<file path="src/rtl/loader_pkg.sv">
// Shared types and constants for the UART program loader.
package loader_pkg;

  localparam int UART_DATA_BITS = 8;
  localparam int WORD_BYTES     = 4;

  typedef enum logic [1:0] {
    RX_IDLE  = 2'd0,
    RX_START = 2'd1,
    RX_DATA  = 2'd2,
    RX_STOP  = 2'd3
  } rx_state_e;

  typedef enum logic [2:0] {
    LD_LEN   = 3'd0,
    LD_LOAD  = 3'd1,
    LD_CSUM  = 3'd2,
    LD_DONE  = 3'd3,
    LD_ERROR = 3'd4
  } loader_state_e;

  // Running payload checksum: plain 8-bit sum, wrapping mod 256.
  function automatic logic [7:0] csum_add(input logic [7:0] sum, input logic [7:0] b);
    return sum + b;
  endfunction

endpackage

</file>
<file path="src/rtl/uart_rx.sv">
// 8N1 UART receiver: 2-flop synchronizer, bit timer and RX FSM.
// Emits a one-cycle byte_valid per good frame; frame_error is sticky.
module uart_rx
  import loader_pkg::*;
#(
  parameter int CLKS_PER_BIT = 868
)
(
  input  logic                      clk,
  input  logic                      reset_n,
  input  logic                      rxd,
  output logic                      byte_valid,
  output logic [UART_DATA_BITS-1:0] byte_data,
  output logic                      frame_error
);

  localparam int TW = $clog2(CLKS_PER_BIT);
  // Start bit is confirmed one cycle past its nominal midpoint so that a
  // low pulse of exactly half a bit is still rejected as a glitch.
  localparam logic [TW-1:0] HALF_T = TW'(CLKS_PER_BIT / 2);
  localparam logic [TW-1:0] FULL_T = TW'(CLKS_PER_BIT - 1);

  logic                      rxd_meta_r;
  logic                      rxd_sync_r;
  rx_state_e                 state_r;
  rx_state_e                 state_next_s;
  logic [TW-1:0]             timer_r;
  logic                      timer_clr_s;
  logic                      sample_s;
  logic [2:0]                bit_cnt_r;
  logic [UART_DATA_BITS-1:0] shift_r;
  logic                      byte_valid_r;
  logic [UART_DATA_BITS-1:0] byte_data_r;
  logic                      frame_error_r;

  // Bring the asynchronous line into the clock domain; idle level is 1.
  always_ff @(posedge clk or negedge reset_n) begin
    if (!reset_n) begin
      rxd_meta_r <= 1'b1;
      rxd_sync_r <= 1'b1;
    end else begin
      rxd_meta_r <= rxd;
      rxd_sync_r <= rxd_meta_r;
    end
  end

  // RX FSM state register.
  always_ff @(posedge clk or negedge reset_n) begin
    if (!reset_n) begin
      state_r <= RX_IDLE;
    end else begin
      state_r <= state_next_s;
    end
  end

  // RX FSM next state, timer restart and data-bit sample strobe.
  always_comb begin
    state_next_s = state_r;
    timer_clr_s  = 1'b0;
    sample_s     = 1'b0;
    case (state_r)
      RX_IDLE: begin
        if (!rxd_sync_r) begin
          state_next_s = RX_START;
          timer_clr_s  = 1'b1;
        end else begin
          state_next_s = RX_IDLE;
        end
      end
      RX_START: begin
        if (timer_r == HALF_T) begin
          timer_clr_s = 1'b1;
          if (rxd_sync_r) begin
            state_next_s = RX_IDLE;
          end else begin
            state_next_s = RX_DATA;
          end
        end else begin
          state_next_s = RX_START;
        end
      end
      RX_DATA: begin
        if (timer_r == FULL_T) begin
          timer_clr_s = 1'b1;
          sample_s    = 1'b1;
          if (bit_cnt_r == 3'(UART_DATA_BITS - 1)) begin
            state_next_s = RX_STOP;
          end else begin
            state_next_s = RX_DATA;
          end
        end else begin
          state_next_s = RX_DATA;
        end
      end
      RX_STOP: begin
        if (timer_r == FULL_T) begin
          timer_clr_s  = 1'b1;
          state_next_s = RX_IDLE;
        end else begin
          state_next_s = RX_STOP;
        end
      end
      default: begin
        state_next_s = RX_IDLE;
      end
    endcase
  end

  // Bit timer, LSB-first shifter and stop-bit check.
  always_ff @(posedge clk or negedge reset_n) begin
    if (!reset_n) begin
      timer_r       <= '0;
      bit_cnt_r     <= 3'd0;
      shift_r       <= '0;
      byte_valid_r  <= 1'b0;
      byte_data_r   <= '0;
      frame_error_r <= 1'b0;
    end else begin
      timer_r      <= timer_clr_s ? '0 : timer_r + TW'(1);
      byte_valid_r <= 1'b0;
      if (state_r == RX_START) begin
        bit_cnt_r <= 3'd0;
      end else if (sample_s) begin
        shift_r   <= {rxd_sync_r, shift_r[UART_DATA_BITS-1:1]};
        bit_cnt_r <= bit_cnt_r + 3'd1;
      end
      if ((state_r == RX_STOP) && (timer_r == FULL_T)) begin
        if (rxd_sync_r) begin
          byte_valid_r <= 1'b1;
          byte_data_r  <= shift_r;
        end else begin
          frame_error_r <= 1'b1;
        end
      end
    end
  end

  assign byte_valid  = byte_valid_r;
  assign byte_data   = byte_data_r;
  assign frame_error = frame_error_r;

endmodule

</file>
<file path="src/rtl/uart_program_loader.sv">
// Boot loader: receives a length-prefixed program image over UART and writes
// it word by word into program memory, holding the CPU in reset until done.
// Optional macro LOADER_CHECKSUM_EN appends an 8-bit payload checksum byte.
module uart_program_loader
  import loader_pkg::*;
#(
  parameter int CLKS_PER_BIT = 868,
  parameter int ADDR_WIDTH   = 14
)
(
  input  logic                  clk,
  input  logic                  reset_n,
  input  logic                  uart_rxd,
  output logic                  prog_write_enable,
  output logic [ADDR_WIDTH-1:0] prog_write_address,
  output logic [31:0]           prog_write_data,
  output logic                  load_done,
  output logic                  cpu_reset_n,
  output logic                  frame_error,
  output logic                  checksum_error
);

`ifdef LOADER_CHECKSUM_EN
  localparam loader_state_e AFTER_LOAD = LD_CSUM;
`else
  localparam loader_state_e AFTER_LOAD = LD_DONE;
`endif

  logic                  byte_valid_s;
  logic [7:0]            byte_data_s;
  loader_state_e         ld_state_r;
  loader_state_e         ld_next_s;
  logic [1:0]            byte_idx_r;
  logic [23:0]           asm_r;
  logic [31:0]           word_s;
  logic                  word_last_s;
  logic                  accept_s;
  logic [31:0]           count_n_r;
  logic [31:0]           index_r;
  logic                  we_r;
  logic [ADDR_WIDTH-1:0] addr_r;
  logic [31:0]           data_r;
  logic                  load_done_r;
  logic                  cpu_reset_n_r;

  uart_rx #(
    .CLKS_PER_BIT(CLKS_PER_BIT)
  ) u_rx (
    .clk        (clk),
    .reset_n    (reset_n),
    .rxd        (uart_rxd),
    .byte_valid (byte_valid_s),
    .byte_data  (byte_data_s),
    .frame_error(frame_error)
  );

  // Little-endian assembly: the newest byte lands in the top lane.
  assign word_s      = {byte_data_s, asm_r};
  assign word_last_s = byte_valid_s && (byte_idx_r == 2'(WORD_BYTES - 1));
  assign accept_s    = byte_valid_s && ((ld_state_r == LD_LEN) || (ld_state_r == LD_LOAD));

  // Loader FSM state register.
  always_ff @(posedge clk or negedge reset_n) begin
    if (!reset_n) begin
      ld_state_r <= LD_LEN;
    end else begin
      ld_state_r <= ld_next_s;
    end
  end

`ifdef LOADER_CHECKSUM_EN
  logic [7:0] sum_r;
  logic       checksum_error_r;

  // Payload checksum accumulation and sticky mismatch flag.
  always_ff @(posedge clk or negedge reset_n) begin
    if (!reset_n) begin
      sum_r            <= 8'd0;
      checksum_error_r <= 1'b0;
    end else begin
      if ((ld_state_r == LD_LOAD) && byte_valid_s) begin
        sum_r <= csum_add(sum_r, byte_data_s);
      end
      if ((ld_state_r == LD_CSUM) && byte_valid_s && (byte_data_s != sum_r)) begin
        checksum_error_r <= 1'b1;
      end
    end
  end

  assign checksum_error = checksum_error_r;
`else
  assign checksum_error = 1'b0;
`endif

  // Loader FSM next state.
  always_comb begin
    ld_next_s = ld_state_r;
    case (ld_state_r)
      LD_LEN: begin
        if (word_last_s) begin
          if (word_s == 32'd0) begin
            ld_next_s = AFTER_LOAD;
          end else begin
            ld_next_s = LD_LOAD;
          end
        end else begin
          ld_next_s = LD_LEN;
        end
      end
      LD_LOAD: begin
        if (word_last_s && ((index_r + 32'd1) == count_n_r)) begin
          ld_next_s = AFTER_LOAD;
        end else begin
          ld_next_s = LD_LOAD;
        end
      end
`ifdef LOADER_CHECKSUM_EN
      LD_CSUM: begin
        if (byte_valid_s) begin
          if (byte_data_s == sum_r) begin
            ld_next_s = LD_DONE;
          end else begin
            ld_next_s = LD_ERROR;
          end
        end else begin
          ld_next_s = LD_CSUM;
        end
      end
      LD_ERROR: begin
        ld_next_s = LD_ERROR;
      end
`endif
      LD_DONE: begin
        ld_next_s = LD_DONE;
      end
      default: begin
        ld_next_s = LD_LEN;
      end
    endcase
  end

  // Byte assembly, word count, write strobe/address/data and done flags.
  // Words past the end of memory are still counted but never written.
  always_ff @(posedge clk or negedge reset_n) begin
    if (!reset_n) begin
      byte_idx_r    <= 2'd0;
      asm_r         <= 24'd0;
      count_n_r     <= 32'd0;
      index_r       <= 32'd0;
      we_r          <= 1'b0;
      addr_r        <= '0;
      data_r        <= 32'd0;
      load_done_r   <= 1'b0;
      cpu_reset_n_r <= 1'b0;
    end else begin
      we_r <= 1'b0;
      if (accept_s) begin
        byte_idx_r <= byte_idx_r + 2'd1;
        asm_r      <= word_s[31:8];
      end
      if ((ld_state_r == LD_LEN) && word_last_s) begin
        count_n_r <= word_s;
      end
      if ((ld_state_r == LD_LOAD) && word_last_s) begin
        we_r    <= ((index_r >> (ADDR_WIDTH - 2)) == 32'd0);
        addr_r  <= {index_r[ADDR_WIDTH-3:0], 2'b00};
        data_r  <= word_s;
        index_r <= index_r + 32'd1;
      end
      load_done_r   <= (ld_next_s == LD_DONE);
      cpu_reset_n_r <= load_done_r;
    end
  end

  assign prog_write_enable  = we_r;
  assign prog_write_address = addr_r;
  assign prog_write_data    = data_r;
  assign load_done          = load_done_r;
  assign cpu_reset_n        = cpu_reset_n_r;

endmodule

</file>
<file path="config.mk">
export PLATFORM = sky130hd
export DESIGN_NAME = uart_program_loader
export DESIGN_NICKNAME = d
export VERILOG_FILES = /design/src/rtl/loader_pkg.sv /design/src/rtl/uart_rx.sv /design/src/rtl/uart_program_loader.sv
export SDC_FILE = /design/constraint.sdc
export NUM_CORES = 1
export LEC_CHECK = 0
export ABC_AREA = 1
export BUFFER_PORTS_ARGS = -buffer_cell sky130_fd_sc_hd__buf_4
export CAP_MARGIN = 40
export CORE_ASPECT_RATIO = 1.2
export CORE_UTILIZATION = 46
export CTS_CLUSTER_DIAMETER = 30
export DETAILED_ROUTE_END_ITERATION = 12
export SYNTH_ARGS = -nofsm -noshare
export SYNTH_HDL_FRONTEND = slang
export SYNTH_HIERARCHICAL = 1
export SYNTH_SLANG_ARGS = --single-unit
</file>
<file path="constraint.sdc">
create_clock -name clk -period 5.8 [get_ports clk]
set_input_delay 0.58 -clock clk [delete_from_list [all_inputs] [get_ports clk]]
set_output_delay 0.58 -clock clk [all_outputs]
set_load 0.02 [all_outputs]
</file>
== Word level (Yosys, flattened, before mapping) ==
Cells that the tools add are included.

* Bits in registers: 175
* Bits of input ports: 3
* Output and inout bits: 51
* Logic and storage cells: 74

* $add $sub $neg: 4
* Equal/unequal tests: 11
* Mux-type cells: 22
* Bitwise operators: 2
* Reductions and logical operators: 16

{| class="wikitable"
|+ Operators by type and width
! kind !! count
|-
| 32-bit zero test || 2
|-
| 32-bit by 1-bit adder with 32-bit output, second input constant || 1
|-
| 32-bit == test || 1
|-
| 10-bit by 1-bit adder with 10-bit output, second input constant || 1
|-
| 10-bit == test, second input constant || 1
|-
| 10-bit by 9-bit == test with 1-bit output, second input constant || 1
|-
| 1-bit 2-to-1 mux || 10
|-
| 10-bit 2-to-1 mux || 1
|-
| 2-bit 2-to-1 mux || 5
|-
| 3-bit 2-to-1 mux || 3
|-
| 3-bit one-hot mux with 3 select lines || 1
|-
| 2-bit one-hot mux with 4 select lines || 1
|-
| 2-bit == test, second input constant || 3
|-
| 3-bit by 2-bit == test with 1-bit output, second input constant || 2
|-
| 1-bit logical AND || 6
|-
| 2-bit AND reduction || 3
|-
| 3-bit by 1-bit adder with 3-bit output, second input constant || 1
|-
| 3-bit by 1-bit == test with 1-bit output, second input constant || 1
|-
| 3-bit == test, second input constant || 1
|-
| 3-bit zero test || 1
|-
| 1-bit one-hot mux with 3 select lines || 1
|-
| 2-bit by 1-bit adder with 2-bit output, second input constant || 1
|-
| 2-bit by 1-bit == test with 1-bit output, second input constant || 1
|-
| 2-bit zero test || 1
|-
| 4 further kinds || 5
|}

== Longest topological paths before layout ==
Gate-level depths: netlist (run 1).

* Word-level depth: 6
* Gate-level depth with buffers: 15
* Mapped depth without buffers: 15

== Hierarchy ==
The synthesis (run 1) kept the hierarchy.

{| class="wikitable"
|+ By module, submodules not included
! module !! times used !! cells an instance !! area an instance (sq um) !! seq. area each (sq um)
|-
| uart_program_loader || 1 || 900 || 6,922.9 || 3,478.3
|-
| uart_rx || 1 || 213 || 1,757.9 || 878.3
|}

== Worst setup path after synthesis (run 1) ==
OpenSTA, ideal clock, no wires.

* Kind: reg2reg
* Start: register index_r[0]
* End: register ld_state_r[1]
* Setup time: 0.077 ns
* Data arrival time: 1.774 ns
* Data required time: 5.723 ns
* Setup slack: 3.949 ns
* Cell stages (with the launch flop): 16
* Buffers on the path: 0
* Period minus slack after synthesis: 1.851 ns
* Cells stage by stage: dfrtp_1 > ha_1 > nand2_2 > nor2_8 > nand2_4 > nor2_8 > nand2_1 > nand2_1 > nand2_1 > nand2_1 > nand2_1 > nor2_1 > nand2_1 > nor2_1 > nand3_1 > a21oi_1

* Cells in the longest elaborated chain, start to end: 5

{| class="wikitable"
|+ RTL lines
! item !! line !! RTL
|-
| from (decl) || uart_program_loader.sv:39 || <nowiki>logic [31:0] index_r;</nowiki>
|-
| from (signal assigned) || uart_program_loader.sv:168 || <nowiki>index_r <= index_r + 32'd1;</nowiki>
|-
| 32-bit by 1-bit adder with 32-bit output || uart_program_loader.sv:111 || <nowiki>if (word_last_s && ((index_r + 32'd1) == count_n_r)) begin</nowiki>
|-
| 32-bit == test || uart_program_loader.sv:111 ||
|-
| 1-bit logical AND || uart_program_loader.sv:111 ||
|-
| 2-bit 2-to-1 mux || uart_program_loader.sv:111 ||
|-
| 3-bit one-hot mux with 3 select lines || uart_program_loader.sv:98 || <nowiki>case (ld_state_r)</nowiki>
|-
| via ld_next_s[1] || uart_program_loader.sv:32 || <nowiki>loader_state_e ld_next_s;</nowiki>
|-
| to (signal assigned) || uart_program_loader.sv:67 || <nowiki>ld_state_r <= ld_next_s;</nowiki>
|-
| to (decl) || uart_program_loader.sv:31 || <nowiki>loader_state_e ld_state_r;</nowiki>
|}

The timed path passes the listed nets, and every way through them passes these cells.
A chain may end at the register's enable or synchronous reset.

== Final worst setup path (run 1) ==
* Start: register byte_idx_r[0]
* End: register ld_state_r[1]

* Cells in the longest elaborated chain, start to end: 5
* Elaborated cells on any way between the ends: 6
* Classes of those cells: eq/ne (1); mux (3); reduce/logical (2)

{| class="wikitable"
|+ RTL lines
! item !! line !! RTL
|-
| from (decl) || uart_program_loader.sv:33 || <nowiki>logic [1:0] byte_idx_r;</nowiki>
|-
| from (signal assigned) || uart_program_loader.sv:158 || <nowiki>byte_idx_r <= byte_idx_r + 2'd1;</nowiki>
|-
| 2-bit == test (*) || uart_program_loader.sv:59 || <nowiki>assign word_last_s = byte_valid_s && (byte_idx_r == 2'(WORD_BYTES - 1));</nowiki>
|-
| 1-bit logical AND (*) || uart_program_loader.sv:59 ||
|-
| 1-bit logical AND || uart_program_loader.sv:111 ||
|-
| 2-bit 2-to-1 mux || uart_program_loader.sv:111 ||
|-
| 3-bit one-hot mux with 3 select lines (*) || uart_program_loader.sv:98 ||
|-
| via ld_next_s[1] || uart_program_loader.sv:32 ||
|}

The timed path passes the listed nets; every way through them passes the cells marked *.

==> results of run 1 <==
path summary, 6_finish.rpt:
kind,startpoint,endpoint
max in group asynchronous,reset_n,asm_r[12]
worst max register to register,byte_idx_r[0],ld_state_r[1]
worst max-delay path,byte_idx_r[0],ld_state_r[1]
worst min-delay path,reset_n,prog_write_address[8]
min in group clk,uart_rxd,u_rx/rxd_meta_r
worst min register to register,u_rx/rxd_meta_r,u_rx/rxd_sync_r
layout make-up:
type                    instances  area, sq um
multi-input cells             780         3700
clock inverters                15          168
clock buffers                  17          425
inverters                     127          478
flip-flops and latches        174         4360
repair buffers                 59          502
fillers                      1727         8360
well taps                     252          315
layout by cell type (no fill, tap or decap), types with 2 or more instances in the layout:
cell	instances
a21oi_1	3
buf_16	2
buf_4	54
buf_8	2
clkbuf_16	17
clkinv_2	2
clkinv_4	2
clkinv_8	4
conb_1	3
dfrtp_1	172
dfstp_2	2
ha_1	6
inv_1	123
inv_2	3
inv_6	4
inv_8	4
nand2_1	380
nand2_2	4
nand2_4	5
nand3_1	80
nand3_2	4
nand3b_1	12
nand4_1	20
nor2_1	80
nor2_2	3
nor2_4	6
nor2_8	3
nor4_1	8
o21ai_0	138
o21ai_1	2
o21bai_1	2
xnor2_1	3
xnor3_1	2
xor2_1	6
kinds of logic after synthesis:
family	Yosys count	synth area share, %
AND/OR/NAND/NOR	610	31.1
flip-flops	174	50.2
buffers and inverters	161	7.29
AO/OA/AOI/OAI	148	8.68
XOR/XNOR	12	1.70
adder cells (fa/ha/maj)	6	0.865
other	1	0.0432
multiplexers	1	0.130
Yosys cell counts (all sizes together), types with 2 or more instances:
cell    count  share of area, %
nand2     389                17
dfrtp     172                50
o21ai     140               8.1
inv       127               5.5
nor2       92               5.1
nand3      85               5.3
clkbuf     25               1.1
nand4      20               1.4
nand3b     12               1.0
buf         9              0.72
nor4        8              0.58
ha          6              0.86
xor2        6              0.61
a21oi       3              0.17
xnor2       3              0.30
dfstp       2              0.61
nor3        2              0.12
o21bai      2              0.17
xnor3       2              0.52
per-layer routing:
metal  global-route usage, %  wire length (um)  vias to the layer above
met5                       0                 0                        -
met4                    8.73               535                        0
met3                    3.23               446                       34
met2                    37.6             10100                      110
met1                    31.7              9940                     3319
li1                        -                 -                     3641
critical path, stage by stage, from the launching register on:
cell and delay (ns):
dfrtp_1 0.37, ha_1 0.16, nand2_1 0.09, nor3_2 0.63, buf_4 0.32, nand3_1 0.08
nor4_1 0.43, a41oi_1 0.23, a21oi_1 0.20
power breakdown:
group          switching, mW  internal (mW)
sequential           0.00156           1.21
combinational         0.0262        0.00403
clock                  0.552          0.580
total                  0.580           1.80
flip-flops by register name, indices dropped and copies added (netlist names), 3 cells and up:
| register | count |
|---|---|
| asm_r | 24 |
| count_n_r | 32 |
| index_r | 32 |
| prog_write_address | 12 |
| prog_write_data | 32 |
| u_rx/bit_cnt_r | 3 |
| u_rx/byte_data | 8 |
| u_rx/shift_r | 8 |
| u_rx/timer_r | 10 |
per-stage QoR:
step                      hold slack, ns  util (%)  cell area (sq um)
after global placement             0.346      50.6               9270
after detailed placement           0.349      51.1               9360
after CTS                         0.0566      54.3               9950
after floorplan                    0.284         -               8690
final                             0.0467      54.3               9950
after global routing              0.0709      54.3               9950
==> impl_metrics.env, run 1 <==
export IMPL_worstSetupStartpointType="flop"
export IMPL_endpoint_kind="flop"
export IMPL_final_antenna_net_count=0
export IMPL_period_minus_slack_ns=2.59
export IMPL_cts_resized=0
export IMPL_criticalPathCategory="flop to flop"
export IMPL_postCtsHoldBufs=0
export IMPL_clk_pin_slew_worst_paths_ns=0.07
export IMPL_synth_yosys_seq_area_share_pct=50.2
export IMPL_num_antenna_cells=0
export IMPL_worst_ir_drop_vdd_v=0.000208
export IMPL_layout_worst_path_cycle_share_pct=44.7
export IMPL_grt_ovfl_total=0
export IMPL_post_cts_setup_buffers=0
export IMPL_number_of_antenna_violations_at_the_first_check_in_global_routing=0
export IMPL_avgViaCountPerCell=4.99
export IMPL_synthesis_instances=1113
export IMPL_signal_arrival_time_at_the_worst_endpoint_ns=2.95
export IMPL_total_power_mw=2.38
export IMPL_timing_reg2reg_worst_path_depth=8
export IMPL_floorplan_die_area_sq_um=19400
export IMPL_placement_io_buffers=50
export IMPL_die_height_um=152
export IMPL_grt_start_max_net_pins=83
export IMPL_synth_area_sq_um=8680
export IMPL_maximum_operating_frequency_ghz=0.385
export IMPL_fin_setup_tns_ns=0
export IMPL_clk_insertion_delay_late_ns=0.43
export IMPL_grt_setup_unrepaired="false"
export IMPL_clockRootBuffer="clkbuf_16"
export IMPL_drive_gt1_share_pct=10.8
export IMPL_top_ports=54
export IMPL_htree_num_levels=4
export IMPL_wirelength_um=21000
export IMPL_clock_sinks=174
export IMPL_tritoncts_num_buffers=17
export IMPL_finalNonFillerCells=1424
export IMPL_synthArstFlopShare_pct=100
export IMPL_setup_viol=0
export IMPL_finalMaxSlewViolations=0
export IMPL_fin_worst_skew_ns=0.0111
export IMPL_ys_warn_count=6
export IMPL_synth_flop_cell="dfrtp_1"
export IMPL_initial_core_util_pct=47.4
export IMPL_final_hold_violation_count=0
export IMPL_num_rows=54
export IMPL_total_placed_cells_including_tap_cells=1392
export IMPL_post_dp_hpwl_um=15700
export IMPL_grt_pass1_vias=6853
export IMPL_dpl_worst_slack_ns=3.22
export IMPL_syn_mean_instance_area_sq_um=7.80
export IMPL_timing_max_slew_rel_slack_pct=44.9
export IMPL_max_cap_violations=0
export IMPL_power_density_of_the_placed_cells_nw_per_um2=239
export IMPL_cts_path_max_buffers=2
export IMPL_post_synth_edffs=0
export IMPL_actual_slew_at_the_worst_max_slew_pin_ns=0.822
export IMPL_total_leakage_power_nw=4.90
export IMPL_routabilityCongestion=0.896
export IMPL_hold_wc_path_type="input pin to asynchronous set/reset pin"
export IMPL_drtIter0Drc=525
export IMPL_drt_pass1_iter_count=5
export IMPL_cts_tree="done"
export IMPL_yosys_cell_types_count=39
export IMPL_outcome="finished, final reports clean"
export IMPL_gr_usage_all_layers_pct=23.2
export IMPL_worstPathRequired_ns=6.15
export IMPL_final_nets=1168
export IMPL_layout_area_overhead_vs_synth_pct=14.6
export IMPL_residual_drc=0
export IMPL_yosys_register_bits=174
export IMPL_regToRegSetupSlack_ns=3.21
export IMPL_via_total_after_detailed_routing=7104
export IMPL_grt_first_pass_wirelength_um=34900
export IMPL_core_area_sq_um=18300
export IMPL_die_x_um=127
export IMPL_worstPathMaxFanout=16
export IMPL_drt_wirelength_per_cell_um=14.8
export IMPL_worst_slack_ns=3.21
Note: power is estimated with default switching activity, not from simulation.
==> run 2, diff against run 1 <==
--- a/config.mk
+++ b/config.mk
@@ -12,6 +12,7 @@
 export CORE_UTILIZATION = 46
 export CTS_CLUSTER_DIAMETER = 30
 export DETAILED_ROUTE_END_ITERATION = 12
+export PLACE_DENSITY = 0.66
 export SYNTH_ARGS = -nofsm -noshare
 export SYNTH_HDL_FRONTEND = slang
 export SYNTH_HIERARCHICAL = 1
==> constraint.sdc (replaced) <==
create_clock -name clk -period 2.2 [get_ports clk]
set_input_delay 0.22 -clock clk [delete_from_list [all_inputs] [get_ports clk]]
set_output_delay 0.22 -clock clk [all_outputs]
set_load 0.02 [all_outputs]
==> run 2 against run 1 <==
  * Cell area up 2.9%
  * Global-route usage up 0.30 points
  * Flip-flop and latch count unchanged
  * Sequential power rose to 2.6 times the previous value
  * First-iteration DRC count up 23%
  * Routed wire length up 2.6%
  * Clock skew down 0.00071 ns
  * Clock power rose to 2.6 times the previous value
  * Combinational power rose to 2.8 times the previous value
  * Register-to-register slack worse by 3.1 ns
  * Final cell count up 2.2%
  * Highest routed layer unchanged
==> impl_metrics.env, run 2 (synthesized netlist as in run 1, its figures left out) <==
export IMPL_drtIter0Drc=646
export IMPL_htree_num_levels=4
export IMPL_residual_drc=0
export IMPL_top_ports=54
export IMPL_hold_wc_path_type="input pin to asynchronous set/reset pin"
export IMPL_layout_area_overhead_vs_synth_pct=18.0
export IMPL_num_rows=54
export IMPL_post_dp_hpwl_um=16100
export IMPL_cts_tree="done"
export IMPL_initial_core_util_pct=47.4
export IMPL_worst_slack_ns=0.0678
export IMPL_clk_pin_slew_worst_paths_ns=0.07
export IMPL_layout_core_utilization_pct=55.9
export IMPL_final_nets=1201
export IMPL_via_total_after_detailed_routing=7351
export IMPL_power_density_of_the_placed_cells_nw_per_um2=611
export IMPL_fraction_of_power_consumed_by_combinational_cells_pct=1.3
export IMPL_fillCellCount=1727
export IMPL_timing_reg2reg_worst_path_depth=14
export IMPL_total_area_of_multi_input_combinational_cells_sq_um=3760
export IMPL_die_height_um=152
export IMPL_gr_usage_all_layers_pct=23.5
export IMPL_worst_path_max_delay_cell="dfrtp_1"
export IMPL_layout_commonest_cell="nand2_1"
export IMPL_switching_share_pct=21.7
export IMPL_num_antenna_cells=0
export IMPL_grt_start_max_net_pins=56
export IMPL_worst_ir_drop_vdd_v=0.000498
export IMPL_floorplan_die_area_sq_um=19400
export IMPL_final_hold_violation_count=0
export IMPL_number_of_antenna_violations_at_the_first_check_in_global_routing=0
export IMPL_clock_sinks=174
export IMPL_grt_first_pass_wirelength_um=35300
export IMPL_setup_viol=0
export IMPL_period_minus_slack_ns=2.13
export IMPL_layout_worst_path_cycle_share_pct=96.9
export IMPL_final_cell_mix="nand2_1, dfrtp_1, o21ai_0"
export IMPL_total_leakage_power_nw=5.06
export IMPL_drt_pass1_iter_count=5
export IMPL_slowest_stage_delay_on_critical_path_ns=0.40
export IMPL_grt_ovfl_total=0
export IMPL_r2r_start="index_r[1]"
export IMPL_r2r_end="load_done"
export IMPL_finalMaxSlewViolations=0
export IMPL_p_int_mw=4.90
export IMPL_fin_worst_skew_ns=0.0104
export IMPL_routabilityCongestion=0.959
export IMPL_maximum_operating_frequency_ghz=0.469
export IMPL_tritoncts_num_buffers=17
export IMPL_power_sequential_fraction_pct=51.3
export IMPL_endpoint_kind="flop"
export IMPL_layout_area_seq_sq_um=4360
export IMPL_criticalPathCategory="flop to flop"
export IMPL_wirelength_um=21600
export IMPL_worstPathRequired_ns=2.55
export IMPL_worstSetupStartpointType="flop"
export IMPL_avgViaCountPerCell=5.05
export IMPL_clockRootBuffer="clkbuf_16"
export IMPL_timing_max_slew_rel_slack_pct=63.8
export IMPL_regToRegSetupSlack_ns=0.07
export IMPL_outcome="finished, final reports clean"
export IMPL_placement_io_buffers=50
export IMPL_core_area_sq_um=18300
export IMPL_clock_power_share_pct=47.4
export IMPL_actual_slew_at_the_worst_max_slew_pin_ns=0.538
export IMPL_final_antenna_net_count=0
export IMPL_drt_wirelength_per_cell_um=14.8
export IMPL_netSwitchingPower_mw=1.36
export IMPL_crit_chain="ha_2 > nand2_4 > nor2_8 > nand2_4 > nor2_8 > buf_4 > nand3_1 > nand3_1 > nand2_1 > nor2_1 > nand2_1 > nor2_1 > nand3_2 > a21oi_2"
export IMPL_worstPathMaxFanout=8
export IMPL_grt_pass1_vias=6842
export IMPL_grt_setup_unrepaired="true"
export IMPL_clk_insertion_delay_late_ns=0.43
export IMPL_max_cap_violations=0
export IMPL_dpl_worst_slack_ns=0.0546
export IMPL_cts_path_max_buffers=2
export IMPL_die_x_um=127
export IMPL_signal_arrival_time_at_the_worst_endpoint_ns=2.48
export IMPL_drive_gt1_share_pct=14.6
[run 2: cell types whose count changed in the layout (fill, tap and decap cells not counted), moves of 5 or more]
| cell | before | now |
|---|---|---|
| nor2_2 | 3 | 11 |
| buf_4 | 54 | 84 |
| nand2_1 | 380 | 375 |
| nor2_1 | 80 | 72 |
[run 2: through the flow]
stage	setup TNS (ns)	hold WS (ns)	instances	instance area (sq um)	power, mW
floorplan	0	-0.0756	1115	8690	3.28
global placement	0	0.198	1416	9530	3.35
detailed placement	0	0.197	1416	9530	3.35
CTS	0	0.310	1449	10100	6.32
global route	-0.191	0.339	1456	10200	6.46
finish	0	0.308	1456	10200	6.26
[run 2: worst max-delay path by stage]
| stage | start | end | slack, ns | cells after the start |
|---|---|---|---|---|
| 6_report | index_r[1] | load_done | 0.07 | 14 |
| 5_1_grt | index_r[1] | ld_state_r[1] | -0.1 | 15 |
| 4_1_cts | index_r[0] | load_done | 0.02 | 11 |
| 3_5_place_dp | index_r[0] | ld_state_r[1] | 0.05 | 13 |
| 3_3_place_gp | index_r[0] | load_done | 0.12 | 11 |
| 2_1_floorplan | index_r[0] | ld_state_r[1] | 0.35 | 15 |
[run 2: worst max-delay path, delay by kind of cell (launching register included)]
kind	cells	cell delay (ns)
buffers and inverters	1	0.15
AND/OR/NAND/NOR	11	1.14
flip-flops	1	0.40
adder cells (fa/ha/maj)	1	0.24
AO/OA/AOI/OAI	1	0.13
[run 2: area by class of cell]
type                    count  area share, %
well taps                 252           3.08
clock buffers              19           4.23
multi-input cells         780           36.8
clock inverters            12           1.33
repair buffers             92           7.35
inverters                 127           4.67
flip-flops and latches    174           42.6
[run 2: metal layers]
layer	up-vias	wire (um)	global-route usage (%)
met5	-	0	0
met4	0	626	9.98
li1	3707	-	-
met3	33	894	3.34
met2	192	10400	37.2
met1	3419	9690	32.4
[run 2: what timing repair did]
action                     CTS  global route
hold buffers                 2             0
gates resized for setup      0            27
hold endpoints to repair    45             0
setup endpoints to repair    0             2
setup buffers                0             7
[run 2: power by group through the flow]
stage	clock, mW	combinational (mW)	sequential, mW
global route	3.16	0.0991	3.20
detailed placement	0	0.0863	3.27
global placement	0	0.0863	3.27
CTS	3.02	0.0891	3.21
floorplan	0	0.0126	3.26
finish	2.97	0.0832	3.21
